[config.mk]
export PLATFORM = sky130hd
export DESIGN_NAME = spi_cmd_arbiter
export DESIGN_NICKNAME = d
export VERILOG_FILES = /design/src/rtl/spi_cmd_arbiter.sv
export SDC_FILE = /design/constraint.sdc
export NUM_CORES = 1
export LEC_CHECK = 0
export CAP_MARGIN = 10
export CORE_ASPECT_RATIO = 0.5
export CORE_MARGIN = 4
export CORE_UTILIZATION = 65
export CTS_BUF_LIST = sky130_fd_sc_hd__clkbuf_4 sky130_fd_sc_hd__clkbuf_8
export DETAILED_ROUTE_END_ITERATION = 8
export DONT_BUFFER_PORTS = 1
export HOLD_SLACK_MARGIN = 0.03
export PLACE_DENSITY = 0.81
export SYNTH_ARGS = -nofsm -noshare
export SYNTH_HDL_FRONTEND = slang
export SYNTH_SLANG_ARGS = --single-unit
[constraint.sdc]
create_clock -name clk -period 6.6 [get_ports clk]
set_input_delay 1.32 -clock clk [delete_from_list [all_inputs] [get_ports clk]]
set_output_delay 1.32 -clock clk [all_outputs]
set_load 0.01 [all_outputs]
[src/rtl/spi_cmd_arbiter.sv]
// Round-robin arbiter sharing one wishbone SPI master between three host command channels.
// Each channel holds one outstanding command; responses and sticky errors are kept per channel.
module spi_cmd_arbiter #(
   parameter int N_REQ   = 3,
   parameter int DATA_W  = 32,
   parameter int TIMEOUT = 1023
) (
   input  logic                    clk,
   input  logic                    rstb,
   input  logic [N_REQ*DATA_W-1:0] req_cmd,
   input  logic [N_REQ-1:0]        req_trig,
   output logic [N_REQ-1:0]        req_pend,
   output logic [N_REQ-1:0]        req_done,
   output logic [N_REQ*DATA_W-1:0] req_rdata,
   output logic [N_REQ-1:0]        req_err,
   input  logic                    err_clr,
   output logic [DATA_W-1:0]       m_cmd,
   output logic                    m_valid,
   input  logic                    m_ready,
   input  logic                    m_done,
   input  logic [DATA_W-1:0]       m_rdata,
   output logic [1:0]              grant
);
   localparam int CNT_W = $clog2(TIMEOUT + 1);

   typedef enum logic [1:0] {IDLE = 2'd0, ISSUE = 2'd1, WAIT = 2'd2, RESP = 2'd3} state_t;

   state_t            state;
   logic [1:0]        last_grant;
   logic [CNT_W-1:0]  wait_cnt;
   logic [DATA_W-1:0] hold [N_REQ];
   logic [N_REQ-1:0]  resp_clr;
   logic [N_REQ-1:0]  cap;
   logic [N_REQ-1:0]  drop;
   logic [N_REQ-1:0]  tmo_set;
   logic              tmo_hit;

   // Closest pending channel after last_grant wins; the k=1 candidate is evaluated last.
   function automatic logic [1:0] rr_pick(input logic [N_REQ-1:0] pend, input logic [1:0] last);
      logic [1:0] pick;
      logic [1:0] idx;
      pick = last;
      for (int k = N_REQ; k >= 1; k--) begin
         idx = 2'((int'(last) + k) % N_REQ);
         if (pend[idx]) pick = idx;
      end
      return pick;
   endfunction

   always_comb begin
      resp_clr = '0;
      tmo_set  = '0;
      tmo_hit  = (state == WAIT) && !m_done && (wait_cnt == CNT_W'(TIMEOUT - 1));
      if (state == RESP) resp_clr[grant] = 1'b1;
      if (tmo_hit) tmo_set[grant] = 1'b1;
      // A completion clearing pend in the same cycle makes room for a new capture.
      cap  = req_trig & (~req_pend | resp_clr);
      drop = req_trig & req_pend & ~resp_clr;
   end

   always_ff @(posedge clk) begin
      for (int i = 0; i < N_REQ; i++)
         if (cap[i]) hold[i] <= req_cmd[i*DATA_W +: DATA_W];
   end

   always_ff @(posedge clk or negedge rstb) begin
      if (!rstb) begin
         state      <= IDLE;
         m_valid    <= 1'b0;
         m_cmd      <= '0;
         grant      <= 2'd0;
         last_grant <= 2'd2;
         req_pend   <= '0;
         req_done   <= '0;
         req_rdata  <= '0;
         req_err    <= '0;
         wait_cnt   <= '0;
      end else begin
         req_done <= '0;
         req_pend <= (req_pend & ~resp_clr) | cap;
         req_err  <= (err_clr ? '0 : req_err) | drop | tmo_set;
         case (state)
            IDLE: begin
               if (|req_pend) begin
                  grant <= rr_pick(req_pend, last_grant);
                  state <= ISSUE;
               end
            end
            ISSUE: begin
               if (!m_valid) begin
                  m_valid <= 1'b1;
                  m_cmd   <= hold[grant];
               end else if (m_ready) begin
                  m_valid  <= 1'b0;
                  wait_cnt <= '0;
                  state    <= WAIT;
               end
            end
            WAIT: begin
               if (m_done) begin
                  req_rdata[int'(grant)*DATA_W +: DATA_W] <= m_rdata;
                  state <= RESP;
               end else if (tmo_hit) begin
                  req_rdata[int'(grant)*DATA_W +: DATA_W] <= '0;
                  state <= RESP;
               end else begin
                  wait_cnt <= wait_cnt + 1'b1;
               end
            end
            RESP: begin
               req_done[grant] <= 1'b1;
               last_grant      <= grant;
               wait_cnt        <= '0;
               state           <= IDLE;
            end
            default: state <= IDLE;
         endcase
      end
   end
endmodule

==> out/results.md, run 1 <==
| Parameter | Reported | Unit |
| --- | --- | --- |
| Pin count of the biggest net entering global routing | 155 | - |
| Grt ovf | 0 | - |
| Number of global-route vias before repair | 5835 | - |
| Detailed placement HPWL | 13800 | um |
| Peak VDD IR | 0.0002387 | V |
| Routed wirelength normalized by instance count | 23.09 | um |
| Area grow syn2layout | 9.281 | % |
| Commonest non-fill, non-tap cells in the layout | sky130_fd_sc_hd__dfrtp_1 (151), sky130_fd_sc_hd__a22o_1 (98), sky130_fd_sc_hd__edfxtp_1 (96) | - |
| Number of H-tree levels | 2 | - |
| Detailed router's first-iteration violation count | 281 | - |
| Worst slew margin relative to its limit | 0.2955 | - |
| Clock latency on the worst-skew pair | 0.50 | ns |
| Final setup violation count | 0 | - |
| Critical path capture point type | register | - |
| Floorplan row count | 31 | - |
| Via count | 5793 | - |
| Layout cells sized above 1 | 0.1203 | - |
| Clk Tree Root Cell | sky130_fd_sc_hd__clkbuf_8 | - |
| Arrival time at the worst endpoint | 2.85 | ns |
| Starting utilization of the core area | 0.6634 | - |
| Clock tree from TritonCTS | done | - |
| Post-layout net count | 841 | - |
| Number of flops mapped to enable cells by yosys | 96 | - |
| Worst path required time | 6.69 | ns |
| Clock slew at reported path FFs | 0.06 | ns |
| Number of hold violations in the final report | 0 | - |
| Total power divided by cell area | 456.8 | mW/mm2 |
| DRC | 0 | - |
| Largest fanout on the critical path | 40 | - |
| Total Wirelength | 21110 | um |
| Synth Register Bits | 250 | - |
| Core area | 0.01443 | mm2 |
| DR vias/cell | 6.338 | - |
| Most common cell after layout, fill and taps aside | sky130_fd_sc_hd__dfrtp_1 | - |
| Hold buffer count at cts | 0 | - |
| Count of instances resized after the clock tree is built | 0 | - |
| Post-route cell area | 0.01046 | mm2 |
| Initial antenna violation count | 5 | - |
| Category of the critical setup timing path | reg -> reg | - |
| Launching instance or port of the critical path | grant[0] | - |
| Sinks on Clock Net | 250 | - |
| CP startpoint kind | register | - |
| Mean instance size in the synthesized netlist | 13.99 | um2 |
| Die Height | 93.81 | um |
| Unrepaired setup endpoints after global routing | no | - |
| Overall die area | 0.01685 | mm2 |
| Post CTS Setup Buffer Count | 0 | - |
| Wire length of the first global-routing pass | 32950 | um |
| Yosys warnings | 0 | - |
| Sequential share of the synthesized area | 0.7039 | - |
| Share of the cycle needed by the critical path after routing | 0.4180 | - |
| Highest Clock Rate | 362.4 | MHz |
| Setup tns final | 0 | ns |
| Mapped Nets | 834 | - |
| Distinct cell type count of the synthesized netlist | 43 | - |
| Clock tree buffer depth | 3 | - |
| Crit path setup slack, layout | 3.841 | ns |
| Post-placement worst setup slack | 3.819 | ns |
| Top-level port count | 276 | - |
| Final period demand of the worst path | 2.759 | ns |
| RR Startpoint | grant[0] | - |
| First-pass iteration count of the detailed router | 5 | - |
| Max Transition Viols Final | 0 | - |
| Worst-margin pin slew | 1.053 | ns |
| Standard cell area after detailed placement | 0.009763 | mm2 |
| Die X-Extent | 179.6 | um |
| Most used DFF post-synth | sky130_fd_sc_hd__dfrtp_1 | - |
| Detail Route Antenna Nets | 0 | - |
| Gr usage total | 0.2456 | - |
| Share of async-settable or async-resettable flops after synthesis | 0.6160 | - |
| P_leak | 0.004415 | uW |
| Cell area after synthesis | 0.009572 | mm2 |
| Result of the run | finished, final reports clean | - |
| Setup skew after layout | 0.02363 | ns |
| Class of the most critical hold timing path | in -> async | - |
| Count of port buffers added during placement | 0 | - |
| CTS buffer count | 35 | - |
| Cell count after synthesis | 684 | - |
| Total of max-cap violations | 0 | - |
| Placer Congestion | 0.8460 | - |
## cell usage after synthesis (7+ instances only)
cell type | number | area, um2
sky130_fd_sc_hd__a21oi_1 | 44 | 220.2
sky130_fd_sc_hd__a22o_1 | 98 | 858.3
sky130_fd_sc_hd__buf_2 | 14 | 70.07
sky130_fd_sc_hd__clkbuf_1 | 22 | 82.58
sky130_fd_sc_hd__dfrtp_1 | 153 | 3829
sky130_fd_sc_hd__edfxtp_1 | 96 | 2883
sky130_fd_sc_hd__ha_1 | 14 | 175.2
sky130_fd_sc_hd__inv_1 | 11 | 41.29
sky130_fd_sc_hd__mux2i_1 | 34 | 340.3
sky130_fd_sc_hd__nand2_1 | 44 | 165.2
sky130_fd_sc_hd__nor2_1 | 37 | 138.9
sky130_fd_sc_hd__nor2b_1 | 9 | 56.30
sky130_fd_sc_hd__o21ai_0 | 42 | 210.2
sky130_fd_sc_hd__o31ai_1 | 7 | 52.55
## sequential cells by signal, indices dropped and copies added (netlist names)
register,count
wait_cnt,10
req_done,3
m_valid,1
last_grant,2
req_rdata,96
state,2
m_cmd,32
hold,96
req_pend,3
req_err,3
grant,2
## worst paths after layout
check,depth (start not counted),to,slack (ns)
max,5,hold[1][5],3.84
min,0,req_rdata[50],0.51
max reg2reg,5,hold[1][5],3.84
min reg2reg,2,m_cmd[18],0.53
max in group asynchronous,0,last_grant[1],5.81
min in group clk,2,m_cmd[18],0.53
## area by class of cell
type / instances / area, um2
Multi-Input combinational cell: 385 / 2674
Timing Repair Buffer: 8 / 60.06
Antenna cell: 1 / 2.502
Clock buffer: 54 / 655.6
Fill cell: 928 / 3969
Inverter: 11 / 41.29
Sequential cell: 250 / 6740
Tap cell: 198 / 247.7
Clock inverter: 7 / 38.79
## report_power, final
group / total [uW] / internal (uW) / leakage, uW / switching [uW]
clock network: 1180 / 634 / 0.000371 / 544
registers: 2550 / 2070 / 0.00292 / 473
logic: 1050 / 452 / 0.00112 / 601
total: 4780 / 3160 / 0.00442 / 1620
## critical path, cell delays in order, from the launching register on
cell	delay, ns
sky130_fd_sc_hd__dfrtp_2	0.34
sky130_fd_sc_hd__buf_4	0.57
sky130_fd_sc_hd__ha_1	0.34
sky130_fd_sc_hd__and2_1	0.17
sky130_fd_sc_hd__nor2b_1	0.10
sky130_fd_sc_hd__nor2b_4	0.82
## kinds of logic (layout without fill, tap and decap cells)
| family | Yosys count | in the layout | synth area share |
|---|---|---|---|
| flip-flops | 250 | 250 | 0.7039 |
| AO/OA/AOI/OAI | 206 | 206 | 0.1539 |
| AND/OR/NAND/NOR | 130 | 130 | 0.06614 |
| buffers and inverters | 49 | 80 | 0.02105 |
| multiplexers | 35 | 35 | 0.03673 |
| adder cells (fa/ha/maj) | 14 | 14 | 0.01830 |
| other | 0 | 1 | 0 |
## through the flow
step | power [uW] | hold slack, ns | utilization | std cells
2_1_floorplan | 3298 | 0.5008 | - | 684
3_3_place_gp | 3573 | 0.5106 | 0.6766 | 852
3_5_place_dp | 3636 | 0.5238 | 0.6766 | 852
4_1_cts | 4814 | 0.4917 | 0.7248 | 913
5_1_grt | 5067 | 0.4833 | 0.7249 | 914
6_report | 4778 | 0.5132 | 0.7249 | 914
## layer usage
metal / GRT usage / share of wire
met5: 0 / 0.0031
met4: 0.06337 / 0.021
met3: 0.1156 / 0.12
met2: 0.3954 / 0.48
met1: 0.3059 / 0.38
No activity file was read; power rests on OpenSTA's default activity.
==> run 2: changes to the inputs <==
- CORE_UTILIZATION: 65 -> 59
- PLACE_DENSITY: 0.81 -> 0.78
- clock period: 6.6 -> 2.5 ns (I/O delays scaled with it)
==> run 2 against run 1 <==
Effect of this change:
- the run now ends with hold timing left
- core utilization fell by 5.0 points
- worst setup slack got worse by 3.6 ns
- clock skew fell by 0.0064 ns
- via count fell by 0.62%
- wire length rose by 2.3%
- highest routed layer unchanged
==> out/results.md, run 2 (synthesis gave the netlist of run 1 again) <==
| Parameter | Reported | Unit |
| --- | --- | --- |
| Launching instance or port of the critical path | state[0] | - |
| DR vias/cell | 6.124 | - |
| Result of the run | complete, but fails checks | - |
| Pin count of the biggest net entering global routing | 155 | - |
| Worst-margin pin slew | 0.9993 | ns |
| Share of the cycle needed by the critical path after routing | 0.9197 | - |
| Number of hold violations in the final report | 154 | - |
| Wire length of the first global-routing pass | 33550 | um |
| P_leak | 0.004453 | uW |
| Count of port buffers added during placement | 0 | - |
| Initial antenna violation count | 2 | - |
| Detailed router's first-iteration violation count | 280 | - |
| Most common cell after layout, fill and taps aside | sky130_fd_sc_hd__dfrtp_1 | - |
| Detail Route Antenna Nets | 0 | - |
| Setup skew after layout | 0.01718 | ns |
| Clk Tree Root Cell | sky130_fd_sc_hd__clkbuf_8 | - |
| Number of global-route vias before repair | 5742 | - |
| Worst path required time | 2.92 | ns |
| Failing checks | hold timing | - |
| Layout cells sized above 1 | 0.1252 | - |
| Class of the most critical hold timing path | in -> async | - |
| Clock tree from TritonCTS | done | - |
| Die Height | 98.07 | um |
| First-pass iteration count of the detailed router | 4 | - |
| Clock latency on the worst-skew pair | 0.50 | ns |
| Post CTS Setup Buffer Count | 0 | - |
| Floorplan row count | 32 | - |
| Total Wirelength | 21600 | um |
| Commonest non-fill, non-tap cells in the layout | sky130_fd_sc_hd__dfrtp_1 (151), sky130_fd_sc_hd__a22o_1 (98), sky130_fd_sc_hd__edfxtp_1 (96) | - |
| Reg-to-reg slack, setup | 0.20 | ns |
| Worst Setup EP | wait_cnt[9] | - |
| Antenna Cells | 0 | - |
| Grt ovf | 0 | - |
| Category of the critical setup timing path | reg -> reg | - |
| Largest fanout on the critical path | 9 | - |
| Final period demand of the worst path | 2.299 | ns |
| Critical path capture point type | register | - |
| Via count | 5757 | - |
| Number of H-tree levels | 2 | - |
| Sinks on Clock Net | 250 | - |
| Final setup violation count | 0 | - |
| Overall die area | 0.01845 | mm2 |
| CP startpoint kind | register | - |
| Post-layout net count | 847 | - |
| Registers with the highest flip-flop counts | hold: 96 flops, req_rdata: 96 flops, m_cmd: 32 flops | - |
| Total of max-cap violations | 0 | - |
| Die X-Extent | 188.1 | um |
| Peak VDD IR | 0.0007113 | V |
| Filler Cell Count | 1070 | - |
| Starting utilization of the core area | 0.6114 | - |
| Depth of the worst register-to-register path | 6 | - |
| Unrepaired setup endpoints after global routing | no | - |
| Top-level port count | 276 | - |
| Setup tns final | 0 | ns |
| Final-layout worst hold slack | -0.3060 | ns |
| RR Startpoint | state[0] | - |
| Placer Congestion | 0.8525 | - |
| Area grow syn2layout | 10.35 | % |
| DRC | 0 | - |
| Detailed placement HPWL | 14370 | um |
| Arrival time at the worst endpoint | 2.72 | ns |
| Sum of internal, switching and leakage power | 12690 | uW |
| CTS buffer count | 34 | - |
| Total power divided by cell area | 1202 | mW/mm2 |
| Footprint of the multi-input gates | 0.002674 | mm2 |
| Max Transition Viols Final | 0 | - |
| Clock slew at reported path FFs | 0.07 | ns |
| R2r endpoint | wait_cnt[9] | - |
| Highest Clock Rate | 434.9 | MHz |
| Gr usage total | 0.2287 | - |
| Sequential standard cell area | 0.006740 | mm2 |
| Routed wirelength normalized by instance count | 22.97 | um |
| Count of instances resized after the clock tree is built | 0 | - |
| Core area | 0.01566 | mm2 |
| Clock tree buffer depth | 3 | - |
| Worst slew margin relative to its limit | 0.3324 | - |
==> run 2: cell count changes in the layout (fill, tap and decap cells not counted) <==
cell | previous run | this run
sky130_fd_sc_hd__buf_12 | 0 | 3
sky130_fd_sc_hd__buf_4 | 8 | 12
sky130_fd_sc_hd__bufinv_16 | 0 | 1
sky130_fd_sc_hd__clkbuf_4 | 14 | 13
sky130_fd_sc_hd__clkbuf_8 | 40 | 38
sky130_fd_sc_hd__clkinv_4 | 1 | 0
sky130_fd_sc_hd__diode_2 | 1 | 0
==> run 2: worst min path at each step <==
stage / endpoint / cells past startpoint / from
2_1_floorplan: grant[0] / 0 / rstb
3_5_place_dp: m_cmd[8] / 0 / rstb
5_1_grt: m_cmd[8] / 0 / rstb
4_1_cts: m_cmd[9] / 0 / rstb
3_3_place_gp: m_cmd[8] / 0 / rstb
6_report: m_cmd[8] / 0 / rstb
==> run 2: stage by stage <==
| step | instance area [um2] | instances | hold slack (ns) | setup slack (ns) | util |
|---|---|---|---|---|---|
| finish | 10560 | 940 | -0.3060 | 0.2008 | 0.6747 |
| global route | 10560 | 940 | -0.3521 | 0.008720 | 0.6747 |
| CTS | 10560 | 940 | -0.3384 | 0.2442 | 0.6747 |
| detailed placement | 9882 | 882 | 0.2072 | 0.2382 | 0.6312 |
| global placement | 9882 | 882 | 0.2090 | 0.3695 | 0.6312 |
| floorplan | 9594 | 684 | 0.2044 | 0.1236 | - |
==> run 2: area by class of cell <==
cell class,instances,share of cell area
clock buffer,51,0.05875
clock inverter,7,0.005686
inverter,11,0.003909
multi-input combinational,385,0.2531
sequential,250,0.6381
tap,221,0.02618
timing repair buffer,15,0.01421
==> run 2: critical path, stage by stage, from the launching register on <==
cell and delay (ns):
sky130_fd_sc_hd__dfrtp_1 0.40, sky130_fd_sc_hd__inv_1 0.10, sky130_fd_sc_hd__ha_1 0.32, sky130_fd_sc_hd__a21oi_1 0.44, sky130_fd_sc_hd__nand4_1 0.30, sky130_fd_sc_hd__or4_1 0.53
sky130_fd_sc_hd__a21oi_1 0.15
==> run 2: layer usage <==
metal / share of wire / global-route usage
met1: 0.40 / 0.2906
met2: 0.48 / 0.3696
met3: 0.11 / 0.09786
met4: 0.018 / 0.05581
met5: 0.0015 / 0
==> run 2: power breakdown <==
| part | internal [uW] | switching, uW | total, uW |
|---|---|---|---|
| Combinational | 1260 | 1600 | 2860 |
| Clock | 1690 | 1420 | 3110 |
| Sequential | 5470 | 1250 | 6720 |
==> run 3: changes to the inputs <==
- CTS_CLUSTER_DIAMETER: not set -> 40
==> results of run 3 <==
No change in the layout: final DEF, timing and power equal those of run 2.
